[config.mk]
export PLATFORM = sky130hd
export DESIGN_NAME = ram_read_arbiter
export DESIGN_NICKNAME = d
export VERILOG_FILES = /design/src/rtl/hub75_pkg.sv /design/src/rtl/read_tag_pipe.sv /design/src/rtl/ram_read_arbiter.sv
export SDC_FILE = /design/constraint.sdc
export NUM_CORES = 1
export LEC_CHECK = 0
export BUFFER_PORTS_ARGS = -buffer_cell sky130_fd_sc_hd__buf_2
export CORE_UTILIZATION = 51
export DETAILED_ROUTE_END_ITERATION = 8
export GPL_ROUTABILITY_DRIVEN = 0
export PLACE_DENSITY = 0.84
export SETUP_SLACK_MARGIN = 0.3
export SLEW_MARGIN = 20
export SYNTH_ARGS = -nofsm -noshare
export SYNTH_HDL_FRONTEND = slang
export SYNTH_HIERARCHICAL = 1
export SYNTH_SLANG_ARGS = --single-unit
[constraint.sdc]
create_clock -name sys_clk -period 2.7 [get_ports sys_clk]
set_input_delay 0.135 -clock sys_clk [delete_from_list [all_inputs] [get_ports sys_clk]]
set_output_delay 0.135 -clock sys_clk [all_outputs]
set_load 0.005 [all_outputs]
[src/rtl/hub75_pkg.sv]
// hub75_pkg
// Shared definitions for the HUB75 / WS2812 RAM read path.
//   - OWNER_FB / OWNER_STRIP: the tag that routes a RAM read back to its requester
//   - DEFAULT_ADDR_W / DEFAULT_DATA_W: default geometry of the main pixel/strip RAM
//   - read_tag_t: one in-flight read marker {valid, owner}
package hub75_pkg;

   localparam logic OWNER_FB    = 1'b0;
   localparam logic OWNER_STRIP = 1'b1;

   localparam int DEFAULT_ADDR_W = 15;
   localparam int DEFAULT_DATA_W = 80;

   typedef struct packed {
      logic valid;
      logic owner;
   } read_tag_t;

endpackage

[src/rtl/read_tag_pipe.sv]
// read_tag_pipe
// Delay line that carries the {valid, owner} tag of every issued RAM read so
// it reaches the tail in the same cycle as the matching RAM read data.
// Ports:
//   clk      in   clock (sys_clk domain)
//   rst      in   synchronous active-high reset, empties the line
//   tag_in   in   tag of the read issued this cycle (valid = ram_re)
//   tag_out  out  tag whose data is on ram_rdata this cycle
module read_tag_pipe
   import hub75_pkg::*;
#(
   parameter int RAM_LATENCY = 1
)(
   input  logic      clk,
   input  logic      rst,
   input  read_tag_t tag_in,
   output read_tag_t tag_out
);

   read_tag_t stage_r [RAM_LATENCY];

   // Shift tags one stage per cycle; reset discards every in-flight read.
   always_ff @(posedge clk) begin
      if (rst) begin
         for (int i = 0; i < RAM_LATENCY; i++) begin
            stage_r[i] <= {1'b0, OWNER_FB};
         end
      end else begin
         stage_r[0] <= tag_in;
         for (int i = 1; i < RAM_LATENCY; i++) begin
            stage_r[i] <= stage_r[i-1];
         end
      end
   end

   assign tag_out = stage_r[RAM_LATENCY-1];

endmodule

[src/rtl/ram_read_arbiter.sv]
// ram_read_arbiter
// Shares the single read port of the main pixel/strip RAM between the HUB75
// framebuffer fetch path (high priority) and the WS2812 strip reader (low
// priority). Fixed priority, with a streak counter that forces a strip grant
// after MAX_FB_STREAK consecutive fb grants while strip is waiting. Each
// issued read is tagged with its owner so the returned word is steered back.
// Ports:
//   sys_clk, rst                       clock, synchronous active-high reset
//   fb_req/fb_addr/fb_gnt              fb request handshake (gnt combinational)
//   fb_rdata/fb_rvalid                 fb return data and one-cycle valid
//   strip_req/strip_addr/strip_gnt     strip request handshake (gnt combinational)
//   strip_rdata/strip_rvalid           strip return data and one-cycle valid
//   ram_re/ram_raddr                   registered RAM read command
//   ram_rdata                          RAM data, RAM_LATENCY cycles after ram_re
module ram_read_arbiter
   import hub75_pkg::*;
#(
   parameter int ADDR_W        = DEFAULT_ADDR_W,
   parameter int DATA_W        = DEFAULT_DATA_W,
   parameter int RAM_LATENCY   = 1,
   parameter int MAX_FB_STREAK = 8
)(
   input  logic              sys_clk,
   input  logic              rst,
   input  logic              fb_req,
   input  logic [ADDR_W-1:0] fb_addr,
   output logic              fb_gnt,
   output logic [DATA_W-1:0] fb_rdata,
   output logic              fb_rvalid,
   input  logic              strip_req,
   input  logic [ADDR_W-1:0] strip_addr,
   output logic              strip_gnt,
   output logic [DATA_W-1:0] strip_rdata,
   output logic              strip_rvalid,
   output logic              ram_re,
   output logic [ADDR_W-1:0] ram_raddr,
   input  logic [DATA_W-1:0] ram_rdata
);

   localparam logic [7:0] STREAK_MAX = 8'(MAX_FB_STREAK);

   logic [7:0]        streak_r;
   logic              streak_full_s;
   logic              fb_gnt_s;
   logic              strip_gnt_s;
   logic              ram_re_r;
   logic [ADDR_W-1:0] ram_raddr_r;
   logic              issue_owner_r;
   read_tag_t         issue_tag_s;
   read_tag_t         tail_tag_s;
   logic              tail_fb_s;
   logic              tail_strip_s;
   logic              fb_rvalid_r;
   logic              strip_rvalid_r;
   logic [DATA_W-1:0] fb_rdata_r;
   logic [DATA_W-1:0] strip_rdata_r;

   assign streak_full_s = (streak_r >= STREAK_MAX);

   // Fixed-priority grant: fb wins a tie unless strip has waited a full streak.
   always_comb begin
      fb_gnt_s    = 1'b0;
      strip_gnt_s = 1'b0;
      if (rst) begin
         fb_gnt_s    = 1'b0;
         strip_gnt_s = 1'b0;
      end else if (fb_req && strip_req) begin
         if (streak_full_s) begin
            strip_gnt_s = 1'b1;
         end else begin
            fb_gnt_s = 1'b1;
         end
      end else if (fb_req) begin
         fb_gnt_s = 1'b1;
      end else if (strip_req) begin
         strip_gnt_s = 1'b1;
      end else begin
         fb_gnt_s    = 1'b0;
         strip_gnt_s = 1'b0;
      end
   end

   // Count fb grants that overtook a waiting strip request; saturates at the limit.
   always_ff @(posedge sys_clk) begin
      if (rst) begin
         streak_r <= 8'd0;
      end else if (!strip_req || strip_gnt_s) begin
         streak_r <= 8'd0;
      end else if (fb_gnt_s && !streak_full_s) begin
         streak_r <= streak_r + 8'd1;
      end
   end

   // Register the granted address and its owner as the RAM read command.
   always_ff @(posedge sys_clk) begin
      if (rst) begin
         ram_re_r      <= 1'b0;
         ram_raddr_r   <= {ADDR_W{1'b0}};
         issue_owner_r <= OWNER_FB;
      end else begin
         ram_re_r <= fb_gnt_s | strip_gnt_s;
         if (fb_gnt_s) begin
            ram_raddr_r   <= fb_addr;
            issue_owner_r <= OWNER_FB;
         end else if (strip_gnt_s) begin
            ram_raddr_r   <= strip_addr;
            issue_owner_r <= OWNER_STRIP;
         end
      end
   end

   assign issue_tag_s = {ram_re_r, issue_owner_r};

   read_tag_pipe #(
      .RAM_LATENCY (RAM_LATENCY)
   ) u_tag_pipe (
      .clk     (sys_clk),
      .rst     (rst),
      .tag_in  (issue_tag_s),
      .tag_out (tail_tag_s)
   );

   assign tail_fb_s    = tail_tag_s.valid && (tail_tag_s.owner == OWNER_FB);
   assign tail_strip_s = tail_tag_s.valid && (tail_tag_s.owner == OWNER_STRIP);

   // Steer the returning RAM word to its owner; the other side keeps its data.
   always_ff @(posedge sys_clk) begin
      if (rst) begin
         fb_rvalid_r    <= 1'b0;
         strip_rvalid_r <= 1'b0;
         fb_rdata_r     <= {DATA_W{1'b0}};
         strip_rdata_r  <= {DATA_W{1'b0}};
      end else begin
         fb_rvalid_r    <= tail_fb_s;
         strip_rvalid_r <= tail_strip_s;
         if (tail_fb_s) begin
            fb_rdata_r <= ram_rdata;
         end
         if (tail_strip_s) begin
            strip_rdata_r <= ram_rdata;
         end
      end
   end

   assign fb_gnt       = fb_gnt_s;
   assign strip_gnt    = strip_gnt_s;
   assign ram_re       = ram_re_r;
   assign ram_raddr    = ram_raddr_r;
   assign fb_rvalid    = fb_rvalid_r;
   assign fb_rdata     = fb_rdata_r;
   assign strip_rvalid = strip_rvalid_r;
   assign strip_rdata  = strip_rdata_r;

endmodule

# After elaboration in Yosys (flattened, before gate mapping)
# Memory sizes are Yosys's and may differ from the RTL's.
# Cells that the tools add are included.
# totals
mem_bits_rw	2
inputBits	114
output_inout_bits	180
memories	1
regBits	187
elab_cells	40
# memory_table
name	words	width	read_ports	rd_clocked_by_memory_dff	wr	line_no	text
u_tag_pipe.stage_r	1	2	1	0	1	read_tag_pipe.sv:20	read_tag_t stage_r [RAM_LATENCY];
# classes
reduce_logical	11
magnitude_cmp	1
n_mux	16
addsub	1
n_bitwise	2
# ops
op	n
two-way mux 15 bit	2
two-way mux 1 bit	13
adder 8 x 1 -> 8 bit, second input constant	1
>= comparator 8 x 4 -> 1 bit, second input constant	1
OR reduction 2 bit	3
logical AND 1 bit	4
logical NOT 1 bit	2
two-way mux 2 bit	1
nonzero test 2 bit	1
logical OR 1 bit	1
inverter 1 bit	1
OR 1 bit	1

# Logic depth before layout (Yosys ltp)
# logic_depth
word_depth	6
ltp_mapped	6
depth_no_buf	3

# Cells and area by module
# The synthesis kept the hierarchy.
# modules_own_cells
module	instances	area_each_um2	seq_area_each_um2	cells_per_inst
ram_read_arbiter	1	6717.7	3743.6	841
read_tag_pipe	1	52.6	40.0	4

# Least setup slack after synthesis
# Ideal clock, no wire load.
# synth_path
path_type	flip-flop to flip-flop
from	register streak_r[7]
to	register ram_raddr_r[10] (netlist: ram_raddr[10])
setup_ps	119
period_less_slack_ps	1367
stages_incl_launch_ff	6
arrival_ps	1247
required_ps	2581
n_path_buf	2
path_slack_ps	1333
cell_sequence	dfxtp_1 or4_1 buf_2 buf_6 o21ai_1 a21oi_1
# synth_between
elab_chain_len	5
word_cells_on_any_way	9
classes_between	order compare (1); mux (7); reduce/logical (1)
# synth_lines
item	line_no	text
start: declaration	ram_read_arbiter.sv:42	logic [7:0] streak_r;
start signal: assignment	ram_read_arbiter.sv:90	streak_r <= streak_r + 8'd1;
>= comparator 8 x 4 -> 1 bit (*)	ram_read_arbiter.sv:58	assign streak_full_s = (streak_r >= STREAK_MAX);
two-way mux 1 bit	ram_read_arbiter.sv:68	if (streak_full_s) begin
two-way mux 1 bit	ram_read_arbiter.sv:67	end else if (fb_req && strip_req) begin
two-way mux 1 bit	ram_read_arbiter.sv:64	if (rst) begin
two-way mux 15 bit or nonzero test 2 bit (tied branches)	n/a	
end signal: assignment	ram_read_arbiter.sv:98	ram_raddr_r <= {ADDR_W{1'b0}};
end signal: assignment	ram_read_arbiter.sv:103	ram_raddr_r <= fb_addr;
end signal: assignment	ram_read_arbiter.sv:106	ram_raddr_r <= strip_addr;
end: declaration	ram_read_arbiter.sv:47	logic [ADDR_W-1:0] ram_raddr_r;
# Mark *: on every way between the ends. The rest lies on a longest branch, timed or not.
# A chain may end at the register's enable or synchronous reset.

# Worst setup path in the final report
# layout_path
from	register streak_r[3]
to	output port strip_gnt
# layout_between
elab_chain_len	4
# layout_lines
item	line_no	text
>= comparator 8 x 4 -> 1 bit	ram_read_arbiter.sv:58	
two-way mux 1 bit	ram_read_arbiter.sv:68	
two-way mux 1 bit	ram_read_arbiter.sv:67	
two-way mux 1 bit	ram_read_arbiter.sv:64	
end: declaration	ram_read_arbiter.sv:32	output logic strip_gnt,
# No other way between the ends.

==> flow_metrics.tcl <==
set metrics [dict create \
    synth_warnings 6 \
    worstSetupPathType "reg2out" \
    wl_per_cell_microns 15.6 \
    drv_cap 0 \
    worst-r2r-cell-count 3 \
    ys_types 29 \
    n_antenna_cell 0 \
    die_h_microns 117 \
    swShare 0.236 \
    antenna_found_initial 0 \
    total_power_uw 5960 \
    initial_utilization 0.530 \
    crit_chain "or4_1, nor2_1, nor3_1, buf_2" \
    dp_hpwl_mm 13.0 \
    hold_class "in2reg" \
    grt_max_degree 90 \
    clkPwrFrac 0.407 \
    synth_common_cells "nand2_1 (322), dfxtp_1 (189), a21oi_1 (176), clkbuf_1 (51), a31oi_1 (15)" \
    synth_async_sr_flop_share 0 \
    drc_errors 0 \
    io_pins 294 \
    routed_via_density 5.29 \
    clk_path_buf_depth 2 \
    die_w_microns 117 \
    finalHoldViolations 0 \
    synth-seq-area-share 0.559 \
    drt-total-wl_mm 21.5 \
    max_freq_mhz 446 \
    synth_most_common_cell "nand2_1" \
    drive_gt1_frac 0.280 \
    grt_usage 0.304 \
    worst_pin_slew_ps 858 \
    dr.first_iter.drc_count 587 \
    netlist_area_sq_um 6770 \
    grt_pass1_wl_mm 32.1 \
    synthTopCellsByArea "dfxtp_1 (56%), nand2_1 (18%), a21oi_1 (13%)" \
    final_area_sq_um 9840 \
    switching_power_uw 1410 \
    fin_setup_tns_ps 0 \
    cp_max_fo 16 \
    globalRouteOverflowTotal 0 \
    whs_ps 16.3 \
    setup_viol 0 \
    post_cts_resized 0 \
    num-nets-final 1315 \
    rsz0062_at_grt "false" \
    synth_flop_cell "dfxtp_1" \
    cts_tree "done" \
    startpoint_type "flip-flop" \
    cts_setup_buffers 0 \
    vias 7301 \
    antenna_left 0 \
    area_delta_synth_final_pct 45.3 \
    synth-seq-cells 189 \
    crit_slowest_cell "or4_1" \
    clock-sinks 189 \
    postSynthCellCount 845 \
    synth_top_cell_area_share 0.559 \
    comb_power_share 0.102 \
    power_density_nw_per_um2 606 \
    skew_ps 10.0 \
    synth_area_per_cell_sq_um 8.01 \
    relSlewSlack 0.428 \
    core_area_sq_um 12800 \
    finalCritPeriodShare 0.830 \
    p_leak_uw 0.00441 \
    period_needed_ps 2240 \
    io_buffers 293 \
    synth-edff-count 0 \
    min_path_cells 3 \
    die_area_sq_um 13700 \
    p_seq_frac 0.491 \
    cts_hold_buf 94 \
    insertion_delay_ps 430 \
    grt_pass1_vias 6853 \
    ctsHtreeMaxLevel 4 \
    slowest_delay_ps 790 \
    fin_util 0.770 \
    status "complete, no violations" \
    power.internal_uw 4550 \
    crit_path_end_kind "primary output" \
    synth_top_area_cell "dfxtp_1" \
    num_rows 41 \
    slew_violations 0 \
    root_buffer "clkbuf_16" \
    ir_drop_v 0.000377 \
    clkTransAtPathRegs_ps 70 \
    crit_arrival_ps 2110 \
    drtPass1Iterations 5 \
    post_dp_cell_area_sq_um 8340 \
    cts_buffers 17 \
    cp.required_ps 2570 \
]
[layout by cell type, fill, tap and decap left out, types with 2 or more instances in the layout]
master / Yosys / final
a21o_1: 13 / 13
nand2b_1: 3 / 2
nor2b_1: 5 / 4
nand2_1: 322 / 321
o21ai_0: 6 / 6
a211oi_1: 2 / 2
nor3_1: 2 / 2
dlygate4sd3_1: 0 / 94
clkinv_2: 0 / 2
clkinv_4: 0 / 2
nor2_1: 6 / 6
a21oi_1: 176 / 176
conb_1: 1 / 4
mux2i_1: 13 / 13
clkbuf_16: 0 / 17
clkinvlp_4: 0 / 3
dfxtp_1: 189 / 189
buf_12: 0 / 4
bufinv_16: 0 / 2
ha_1: 2 / 2
buf_2: 8 / 292
a31oi_1: 15 / 15
buf_4: 1 / 8
inv_1: 5 / 5
o21ai_1: 10 / 10
[state kept, by name (all words and copies together), names as in the netlist]
name / count
streak_r: 8
ram_raddr: 15
fb_rvalid: 1
fb_rdata: 80
strip_rvalid: 1
strip_rdata: 80
u_tag_pipe/stage_r: 2
ram_re: 1
issue_owner_r: 1
[per-stage QoR]
step	setup slack, ps	std cells
2_1_floorplan	1330	848
3_3_place_gp	993	1258
3_5_place_dp	967	1258
4_1_cts	485	1381
5_1_grt	335	1381
6_report	459	1381
[path summary, 6_finish.rpt]
| check | to | start | slack, ps |
|---|---|---|---|
| setup / recovery | strip_gnt | streak_r[3] | 460 |
| hold / removal | ram_raddr[0] | strip_addr[0] | 20 |
| setup reg to reg | streak_r[1] | streak_r[3] | 1000 |
| hold reg to reg | strip_rdata[35] | strip_rdata[35] | 450 |
[power by group through the flow]
stage                     Combinational [uW]  Sequential (uW)  Clock, uW
after floorplan                          229             2990          0
after global placement                   481             2980          0
after detailed placement                 486             2980          0
after CTS                                595             2920       2440
after global routing                     665             2930       2560
final                                    609             2920       2420
[worst max-delay path: cells and delay by family, from the launching register on]
family / cells / cell delay (ps)
simple gates: 3 / 1180
flops: 1 / 330
buf+inv: 1 / 170
[final cells by class]
class | instances | area (sq um)
multi-input cells | 588 | 2720
clock buffers | 19 | 443
clock inverters | 10 | 119
flip-flops and latches | 189 | 3780
well taps | 172 | 215
inverters | 5 | 18.8
repair buffers | 398 | 2540
fillers | 848 | 2940
[cells by family after synthesis]
kind of cell | Yosys count | share of synthesized area
adders and majority gates | 2 | 0.00370
other | 1 | 0.000554
DFF | 189 | 0.559
and+or+nand+nor | 345 | 0.199
muxes | 13 | 0.0192
buffers and inverters | 71 | 0.0436
xor gates and xnor gates | 1 | 0.00129
AOI/OAI and AO/OA | 223 | 0.174
[layer usage]
layer,share of wire,global-route usage
met5,0,0
met4,0.057,0.214
met1,0.37,0.324
met2,0.48,0.520
met3,0.094,0.0865
(Power assumes the default switching activity.)
